File: config.mk
export PLATFORM = sky130hd
export DESIGN_NAME = switch_debounce_sync_flat
export DESIGN_NICKNAME = d
export VERILOG_FILES = /design/src/rtl/switch_debounce_sync_if.sv /design/src/rtl/switch_debounce_sync.sv /design/src/flat_wrapper.sv
export SDC_FILE = /design/constraint.sdc
export NUM_CORES = 1
export LEC_CHECK = 0
export CAP_MARGIN = 10
export CORE_ASPECT_RATIO = 2
export CORE_MARGIN = 2
export CORE_UTILIZATION = 40
export CTS_BUF_LIST = sky130_fd_sc_hd__clkbuf_16
export DETAILED_ROUTE_END_ITERATION = 8
export PLACE_DENSITY = 0.71
export SETUP_SLACK_MARGIN = 0.05
export SLEW_MARGIN = 20
export SYNTH_ARGS = -nofsm -noshare
export SYNTH_HDL_FRONTEND = slang
export SYNTH_SLANG_ARGS = --single-unit
File: constraint.sdc
create_clock -name CLOCK_50_I -period 5 [get_ports CLOCK_50_I]
set_input_delay 1 -clock CLOCK_50_I [delete_from_list [all_inputs] [get_ports CLOCK_50_I]]
set_output_delay 1 -clock CLOCK_50_I [all_outputs]
set_load 0.02 [all_outputs]
File: src/rtl/switch_debounce_sync_if.sv
// Switch-conditioning bundle: raw switch levels in, debounced vector plus
// change strobe, busy flag and wrapping change count out.
interface switch_debounce_sync_if #(
    parameter int WIDTH = 18
);
    logic [WIDTH-1:0] SWITCH_I;
    logic [WIDTH-1:0] SWITCH_DEBOUNCED_O;
    logic             SWITCH_CHANGE_O;
    logic             SWITCH_BUSY_O;
    logic [7:0]       CHANGE_COUNT_O;

    modport master (
        output SWITCH_I,
        input  SWITCH_DEBOUNCED_O,
        input  SWITCH_CHANGE_O,
        input  SWITCH_BUSY_O,
        input  CHANGE_COUNT_O
    );

    modport slave (
        input  SWITCH_I,
        output SWITCH_DEBOUNCED_O,
        output SWITCH_CHANGE_O,
        output SWITCH_BUSY_O,
        output CHANGE_COUNT_O
    );
endinterface

File: src/rtl/switch_debounce_sync.sv
// Synchronises the raw switch vector and debounces it as one vector with a
// shared stability counter; emits a change strobe and a wrapping change count.
module switch_debounce_sync #(
    parameter int WIDTH           = 18,
    parameter int DEBOUNCE_CYCLES = 500000,
    parameter int CNT_W           = 24
) (
    input  logic                   CLOCK_50_I,
    input  logic                   RESET_I,
    switch_debounce_sync_if.slave  sw
);

    typedef enum logic [0:0] {
        IDLE  = 1'b0,
        COUNT = 1'b1
    } state_t;

    localparam logic [CNT_W-1:0] CNT_LAST = CNT_W'(DEBOUNCE_CYCLES - 1);

    logic [WIDTH-1:0] sync1_q, sync1_d;
    logic [WIDTH-1:0] sync2_q, sync2_d;
    logic [WIDTH-1:0] sync3_q, sync3_d;
    logic [WIDTH-1:0] deb_q, deb_d;
    logic [CNT_W-1:0] cnt_q, cnt_d;
    logic             chg_q, chg_d;
    logic [7:0]       ccount_q, ccount_d;
    state_t           state_q, state_d;

    always_ff @(posedge CLOCK_50_I or posedge RESET_I) begin
        if (RESET_I) begin
            sync1_q  <= '0;
            sync2_q  <= '0;
            sync3_q  <= '0;
            deb_q    <= '0;
            cnt_q    <= '0;
            chg_q    <= 1'b0;
            ccount_q <= '0;
            state_q  <= IDLE;
        end else begin
            sync1_q  <= sync1_d;
            sync2_q  <= sync2_d;
            sync3_q  <= sync3_d;
            deb_q    <= deb_d;
            cnt_q    <= cnt_d;
            chg_q    <= chg_d;
            ccount_q <= ccount_d;
            state_q  <= state_d;
        end
    end

    always_comb begin
        sync1_d  = sw.SWITCH_I;
        sync2_d  = sync1_q;
        sync3_d  = sync2_q;
        deb_d    = deb_q;
        cnt_d    = cnt_q;
        chg_d    = 1'b0;
        ccount_d = ccount_q;
        state_d  = state_q;

        case (state_q)
            IDLE: begin
                if (sync2_q != deb_q) begin
                    state_d = COUNT;
                    cnt_d   = '0;
                end
            end
            COUNT: begin
                // A return to the accepted vector abandons the candidate silently.
                if (sync2_q == deb_q) begin
                    state_d = IDLE;
                    cnt_d   = '0;
                end else if (sync2_q != sync3_q) begin
                    cnt_d = '0;
                end else if (cnt_q == CNT_LAST) begin
                    deb_d    = sync2_q;
                    chg_d    = 1'b1;
                    ccount_d = ccount_q + 8'd1;
                    state_d  = IDLE;
                end else begin
                    cnt_d = cnt_q + CNT_W'(1);
                end
            end
            default: begin
                state_d = IDLE;
                cnt_d   = '0;
            end
        endcase
    end

    always_comb begin
        sw.SWITCH_DEBOUNCED_O = deb_q;
        sw.SWITCH_CHANGE_O    = chg_q;
        sw.SWITCH_BUSY_O      = (state_q == COUNT);
        sw.CHANGE_COUNT_O     = ccount_q;
    end

endmodule
File: src/flat_wrapper.sv
// flat-port wrapper written by rule: the top's interface ports become plain ports
module switch_debounce_sync_flat 
#(
    parameter int WIDTH           = 18,
    parameter int DEBOUNCE_CYCLES = 500000,
    parameter int CNT_W           = 24
)
  (CLOCK_50_I, RESET_I, sw_SWITCH_I, sw_SWITCH_DEBOUNCED_O, sw_SWITCH_CHANGE_O, sw_SWITCH_BUSY_O, sw_CHANGE_COUNT_O);
  switch_debounce_sync_if #(.WIDTH(WIDTH)) sw_i ();
  input  logic CLOCK_50_I;
  input  logic RESET_I;
  input wire logic [$bits(sw_i.SWITCH_I)-1:0] sw_SWITCH_I;
  output wire logic [$bits(sw_i.SWITCH_DEBOUNCED_O)-1:0] sw_SWITCH_DEBOUNCED_O;
  output wire logic [$bits(sw_i.SWITCH_CHANGE_O)-1:0] sw_SWITCH_CHANGE_O;
  output wire logic [$bits(sw_i.SWITCH_BUSY_O)-1:0] sw_SWITCH_BUSY_O;
  output wire logic [$bits(sw_i.CHANGE_COUNT_O)-1:0] sw_CHANGE_COUNT_O;
  assign sw_i.SWITCH_I = sw_SWITCH_I;
  assign sw_SWITCH_DEBOUNCED_O = sw_i.SWITCH_DEBOUNCED_O;
  assign sw_SWITCH_CHANGE_O = sw_i.SWITCH_CHANGE_O;
  assign sw_SWITCH_BUSY_O = sw_i.SWITCH_BUSY_O;
  assign sw_CHANGE_COUNT_O = sw_i.CHANGE_COUNT_O;
  switch_debounce_sync #(.WIDTH(WIDTH), .DEBOUNCE_CYCLES(DEBOUNCE_CYCLES), .CNT_W(CNT_W)) u_core (.CLOCK_50_I(CLOCK_50_I), .RESET_I(RESET_I), .sw(sw_i));
endmodule
==> flow_summary.ini, run 1 <==
[routing]
wl_per_cell_um = 15.1
drt_wl_total_um = 7980
drt_iter0_markers = 155
drt_first_pass_iters = 4
drc = 0
viasPerCell = 5.16
vias = 2726
ant_nets = 0

[layout]
syn_to_final_growth_pct = 20.7
final_common_cell = dfrtp_1
layout_common_cells = dfrtp_1, clkdlybuf4s50_1, nand3_1
nNetsFinal = 408
utilization_pct = 49.2
nFillCells = 950
seq_area_mm2 = 0.00265
diodes = 0
multi_input_area_mm2 = 0.00156
fin_cells = 528
drive_gt1_share_pct = 12.0

[timing]
fin_setup_tns_ns = 0
timing.final.crit_period_ns = 3.02
slew_headroom_pct = 38.1
hold_viol = 0
finalMaxSlewViolations = 0
tightest_slew_ns = 0.928
finClkSkew_ns = 0.00748
setup_violations = 0
setup_slack_ns = 1.98
fin_crit_sh_pct = 60.4
max_freq_ghz = 0.331
rsz0062_at_grt = false

[yosys]
synth-seq-cells = 106
yosys-top-cells-area = dfrtp_1, xnor2_1, mux2_2, xor2_1, nand3_1
synthCells = 334
synth_cell_type_count = 33
yosys_warnings = 0
avgSynthCellArea_um2 = 12.8
yosysTopAreaCellShare_pct = 62.1
netlist_area_mm2 = 0.00427
yosysSeqAreaShare_pct = 62.1
yosys.area.top_type = dfrtp_1
syn_nets = 356

[floorplanning]
die_w_um = 77.1
die_h_um = 150
io_pins = 48
dieArea_mm2 = 0.0116
rows = 53
core_area_mm2 = 0.0105
initial_core_util_pct = 40.8

[clock_network]
cts_tree = done
post_cts_buffers = 0
numCtsBuffers = 9
holdBufCountCts = 0
htreeDepth = 3
worstSkewPairLatency_ns = 0.34
clock_path_buffers = 2
cts.repair.resized = 0
cts.clk_slew.worst_paths_ns = 0.07
root_buffer = clkbuf_16
cts.sinks = 106

[worst_setup_path]
r2r_end = u_core.sw.SWITCH_DEBOUNCED_O[3]$_DFFE_PP0P_
endpoint_kind = flip-flop
timing.rr.start = u_core.cnt_q[9]$_DFFE_PP0P_
reg2reg_depth = 6
crit_path_start_kind = flip-flop
arrival_ns = 3.24
worstSetupPathType = flip-flop to flip-flop
r2r_slack_ns = 1.98
worstPathRequired_ns = 5.22
crit_path_max_fanout = 26

[power]
p_total_mw = 1.61
vdd_drop_max_mv = 0.154
cellLeakagePower_nw = 2.32
p_per_area_mw_per_mm2 = 312

[min_path]
hp-start = u_core.sync1_q[3]$_DFF_PP0_
hp-class = flip-flop to flip-flop
min_path_cells = 0
min_to = u_core.sync2_q[3]$_DFF_PP0_

[global_route]
grt_usage_pct = 14.9
grt_max_degree = 79
antenna_found_initial = 0
grt_overflow = 0
grt_pass1_vias = 2730
grt_pass1_wl_um = 13400

[place]
port_buffers = 47
hpwl_um = 5630
post-place-cells = 512
place.gp.congestion = 0.781
post-place-ws_ns = 1.99

[outcome]
status = finished, final reports clean

[run]
drv_cap = 0
[power breakdown]
group	total (mW)	internal (mW)	leakage, nW	switching (mW)
sequential	0.895	0.879	1.35	0.0160
combinational	0.0545	0.0270	0.829	0.0276
clock	0.660	0.343	0.142	0.317
total	1.61	1.25	2.32	0.360
[metal layers]
metal	wire length (um)	GRT usage, %	up-vias	share of wire, %
met5	0	0	-	0
met3	240	2.52	10	3.0
met1	3030	17.0	1385	38
met2	4570	27.2	43	57
li1	-	-	1288	-
met4	148	6.61	0	1.9
[layout make-up]
cell class,instances,share of cell area (%)
Sequential cell,106,51.4
Inverter,2,0.194
Clock buffer,9,4.37
Timing Repair Buffer,49,9.42
Tap cell,137,3.32
Multi-Input combinational cell,218,30.2
Clock inverter,7,1.02
[sequential cells by signal, indices dropped and copies added, names as in the netlist]
register                      flops
u_core.sync1_q                   18
u_core.sw.CHANGE_COUNT_O          8
u_core.sync2_q                   18
u_core.sync3_q                   18
u_core.cnt_q                     24
u_core.sw.SWITCH_CHANGE_O         1
u_core.sw.SWITCH_DEBOUNCED_O     18
u_core.sw.SWITCH_BUSY_O           1
[cell families (layout without fill, tap and decap cells)]
family	Yosys count	in the layout	share of synthesized area, %
muxes	20	20	5.53
and+or+nand+nor	132	132	17.2
AOI/OAI and AO/OA	21	21	4.36
DFF	106	106	62.1
xor gates and xnor gates	43	43	8.81
buffers and inverters	10	67	1.43
adders and majority gates	2	2	0.586
[synthesized netlist by cell type]
library cell	instances
a21o_1	1
a221o_1	13
and2_1	5
and3_1	18
and4bb_2	1
buf_2	1
buf_6	3
clkbuf_1	4
dfrtp_1	106
ha_1	2
inv_1	2
mux2_2	19
mux2i_4	1
nand2_1	24
nand3_1	27
nand3b_1	3
nand4_1	9
nand4_4	1
nor2_1	19
nor2_4	1
nor2b_1	2
nor3_1	4
nor4_1	3
nor4_4	1
nor4b_1	2
o211ai_1	4
o21ai_0	2
o221ai_1	1
or2_2	4
or3_1	4
or4_1	4
xnor2_1	25
xor2_1	18
[critical path: stages, from the launching register on]
cell,delay [ns]
dfrtp_1,0.46
or4_1,0.56
or3_1,0.34
and4bb_2,0.34
nand4_4,0.15
nor2_4,0.63
mux2_2,0.41
[stage by stage]
| step | hold WS (ns) | area [um^2] |
|---|---|---|
| after floorplan | 0.331 | 4270 |
| after global placement | 0.332 | 4880 |
| after detailed placement | 0.335 | 4880 |
| after CTS | 0.350 | 5160 |
| after global routing | 0.357 | 5160 |
| final | 0.349 | 5160 |
[how the worst max path moves through the flow]
stage,slack (ns),depth (start not counted),from,end
after floorplan,1.21,1,RESET_I,u_core.cnt_q[0]$_DFFE_PP0P_
after CTS,1.96,6,u_core.cnt_q[9]$_DFFE_PP0P_,u_core.sw.SWITCH_DEBOUNCED_O[16]$_DFFE_PP0P_
after global routing,1.84,7,u_core.sync2_q[0]$_DFF_PP0_,u_core.cnt_q[0]$_DFFE_PP0P_
after global placement,2.06,6,u_core.cnt_q[9]$_DFFE_PP0P_,u_core.sw.SWITCH_DEBOUNCED_O[0]$_DFFE_PP0P_
final,1.98,6,u_core.cnt_q[9]$_DFFE_PP0P_,u_core.sw.SWITCH_DEBOUNCED_O[3]$_DFFE_PP0P_
after detailed placement,1.99,6,u_core.cnt_q[9]$_DFFE_PP0P_,u_core.sw.SWITCH_DEBOUNCED_O[5]$_DFFE_PP0P_
Power figures use the tool's default switching activity.
==> run 2: changes to the inputs <==
clock period = 2.95 ns   (was 5 ns; I/O delays follow)
==> run 2 against run 1 <==
Effect of this change:
- worst setup slack got worse by 1.7 ns
- die area unchanged
- clock-buffer cell count unchanged
- clock power increased by 76%
- sequential share of layout area decreased by 0.71 points
- global-route usage increased by 1.1 points
- wire length increased by 6.4%
- highest routed layer unchanged
- hold slack got worse by 0.0020 ns
- combinational power increased by 76%
==> flow_summary.ini, run 2 (synthesis gave the netlist of run 1 again) <==
[layout]
utilization_pct = 49.9
nFillCells = 947
diodes = 0
multi_input_area_mm2 = 0.00156
seq_area_mm2 = 0.00265
regMostFlops = u_core.cnt_q
syn_to_final_growth_pct = 22.4
nNetsFinal = 413
drive_gt1_share_pct = 12.4
final_common_cell = dfrtp_1
fin_cells = 533
layout_common_cells = dfrtp_1, clkdlybuf4s50_1, nand3_1
largest_reg_flops = 24

[place]
post-place-cells = 517
post-place-ws_ns = 0.296
place.gp.congestion = 0.823
port_buffers = 47
hpwl_um = 6030

[run]
drv_cap = 0

[routing]
ant_nets = 0
viasPerCell = 5.15
wl_met3_um = 239
m1WireLength_um = 3310
vias = 2744
highest_layer = met4
drt_first_pass_iters = 4
drc = 0
wl_met2_um = 4800
wl_per_cell_um = 15.9
drt_wl_total_um = 8490
drt_iter0_markers = 169

[worst_setup_path]
path_buf_inv = 1
arrival_ns = 2.88
crit_path_max_fanout = 26
cpPeakStageDelay_ns = 0.55
worstSetupPathType = flip-flop to flip-flop
crit_path_start_kind = flip-flop
path_delay_family = simple AND/OR/NAND/NOR gates
endpoint_kind = flip-flop
cpMaxStageDelayCell = or4_1
path_cells = or4_1 > or3_1 > and4bb_2 > nand4_4 > nor2_4 > buf_12 > mux2_2
worstPathRequired_ns = 3.17

[power]
vdd_drop_max_mv = 0.296
cellLeakagePower_nw = 2.35
p_per_area_mw_per_mm2 = 530

[timing]
fin_crit_sh_pct = 90.0
timing.final.crit_period_ns = 2.66
tightest_slew_ns = 0.509
rsz0062_at_grt = false
setup_violations = 0
setup_slack_ns = 0.294
finClkSkew_ns = 0.00777
finalMaxSlewViolations = 0
max_freq_ghz = 0.377
fin_setup_tns_ns = 0
hold_viol = 0
slew_headroom_pct = 65.8

[floorplanning]
core_area_mm2 = 0.0105
dieArea_mm2 = 0.0116
rows = 53
die_w_um = 77.1
die_h_um = 150
io_pins = 48
initial_core_util_pct = 40.8

[clock_network]
clock_path_buffers = 2
cts.repair.resized = 0
numCtsBuffers = 9
root_buffer = clkbuf_16
holdBufCountCts = 0
cts.clk_slew.worst_paths_ns = 0.07
htreeDepth = 3
cts.sinks = 106
worstSkewPairLatency_ns = 0.34
cts_tree = done
post_cts_buffers = 0

[global_route]
grt_overflow = 0
antenna_found_initial = 0
grt_usage_pct = 16.0
grt_pass1_vias = 2914
grt_max_degree = 91
grt_pass1_wl_um = 14400

[outcome]
status = finished, final reports clean

[min_path]
hp-class = flip-flop to flip-flop
run 2: changes by cell type in the layout (fill, tap and decap cells not counted):
cell,previous run,this run
clkinvlp_4,0,3
clkinv_4,1,0
buf_12,0,2
inv_8,1,0
inv_1,1,2
bufinv_16,0,1
inv_4,1,0
clkinv_1,0,2
buf_4,2,5
clkinv_2,3,1
inv_6,2,0
run 2: worst paths after layout:
check	start	to	slack, ns	cells past startpoint
worst max-delay path	u_core.cnt_q[9]$_DFFE_PP0P_	u_core.sw.SWITCH_DEBOUNCED_O[5]$_DFFE_PP0P_	0.29	7
worst min-delay path	u_core.sync1_q[6]$_DFF_PP0_	u_core.sync2_q[6]$_DFF_PP0_	0.35	0
worst max register to register	u_core.cnt_q[9]$_DFFE_PP0P_	u_core.sw.SWITCH_DEBOUNCED_O[5]$_DFFE_PP0P_	0.29	7
worst min register to register	u_core.sync1_q[6]$_DFF_PP0_	u_core.sync2_q[6]$_DFF_PP0_	0.35	0
max in group asynchronous	RESET_I	u_core.sw.CHANGE_COUNT_O[0]$_DFFE_PP0P_	1.60	3
min in group asynchronous	RESET_I	u_core.sync1_q[8]$_DFF_PP0_	0.59	2
run 2: where the power goes:
group / switching (mW) / internal [mW]
Combinational: 0.0481 / 0.0476
Clock: 0.510 / 0.648
Sequential: 0.0268 / 1.49
run 2: layout make-up:
cell class | instances | share of cell area [%]
Clock buffer | 9 | 4.31
Clock inverter | 7 | 1.17
Multi-Input combinational cell | 218 | 29.8
Sequential cell | 106 | 50.7
Tap cell | 137 | 3.28
Timing Repair Buffer | 54 | 10.5
Inverter | 2 | 0.215
run 2: metrics by stage:
step                total power, mW  hold slack [ns]  instance area, um^2
floorplan                      1.59            0.331                 4280
global placement               1.64            0.334                 4940
detailed placement             1.65            0.335                 4940
CTS                            2.79            0.350                 5230
global route                   2.86            0.355                 5230
finish                         2.77            0.347                 5230
run 2: per-layer routing:
| layer | global-route usage (%) | up-vias |
|---|---|---|
| li1 | - | 1290 |
| met3 | 3.18 | 11 |
| met1 | 18.3 | 1395 |
| met5 | 0 | - |
| met2 | 29.6 | 48 |
| met4 | 5.63 | 0 |
run 2: worst register-to-register path: cells and delay by family (launching register included):
kind          cells  cell delay [ns]
buf+inv           1             0.20
flops             1             0.46
mux               1             0.36
simple gates      5             1.53
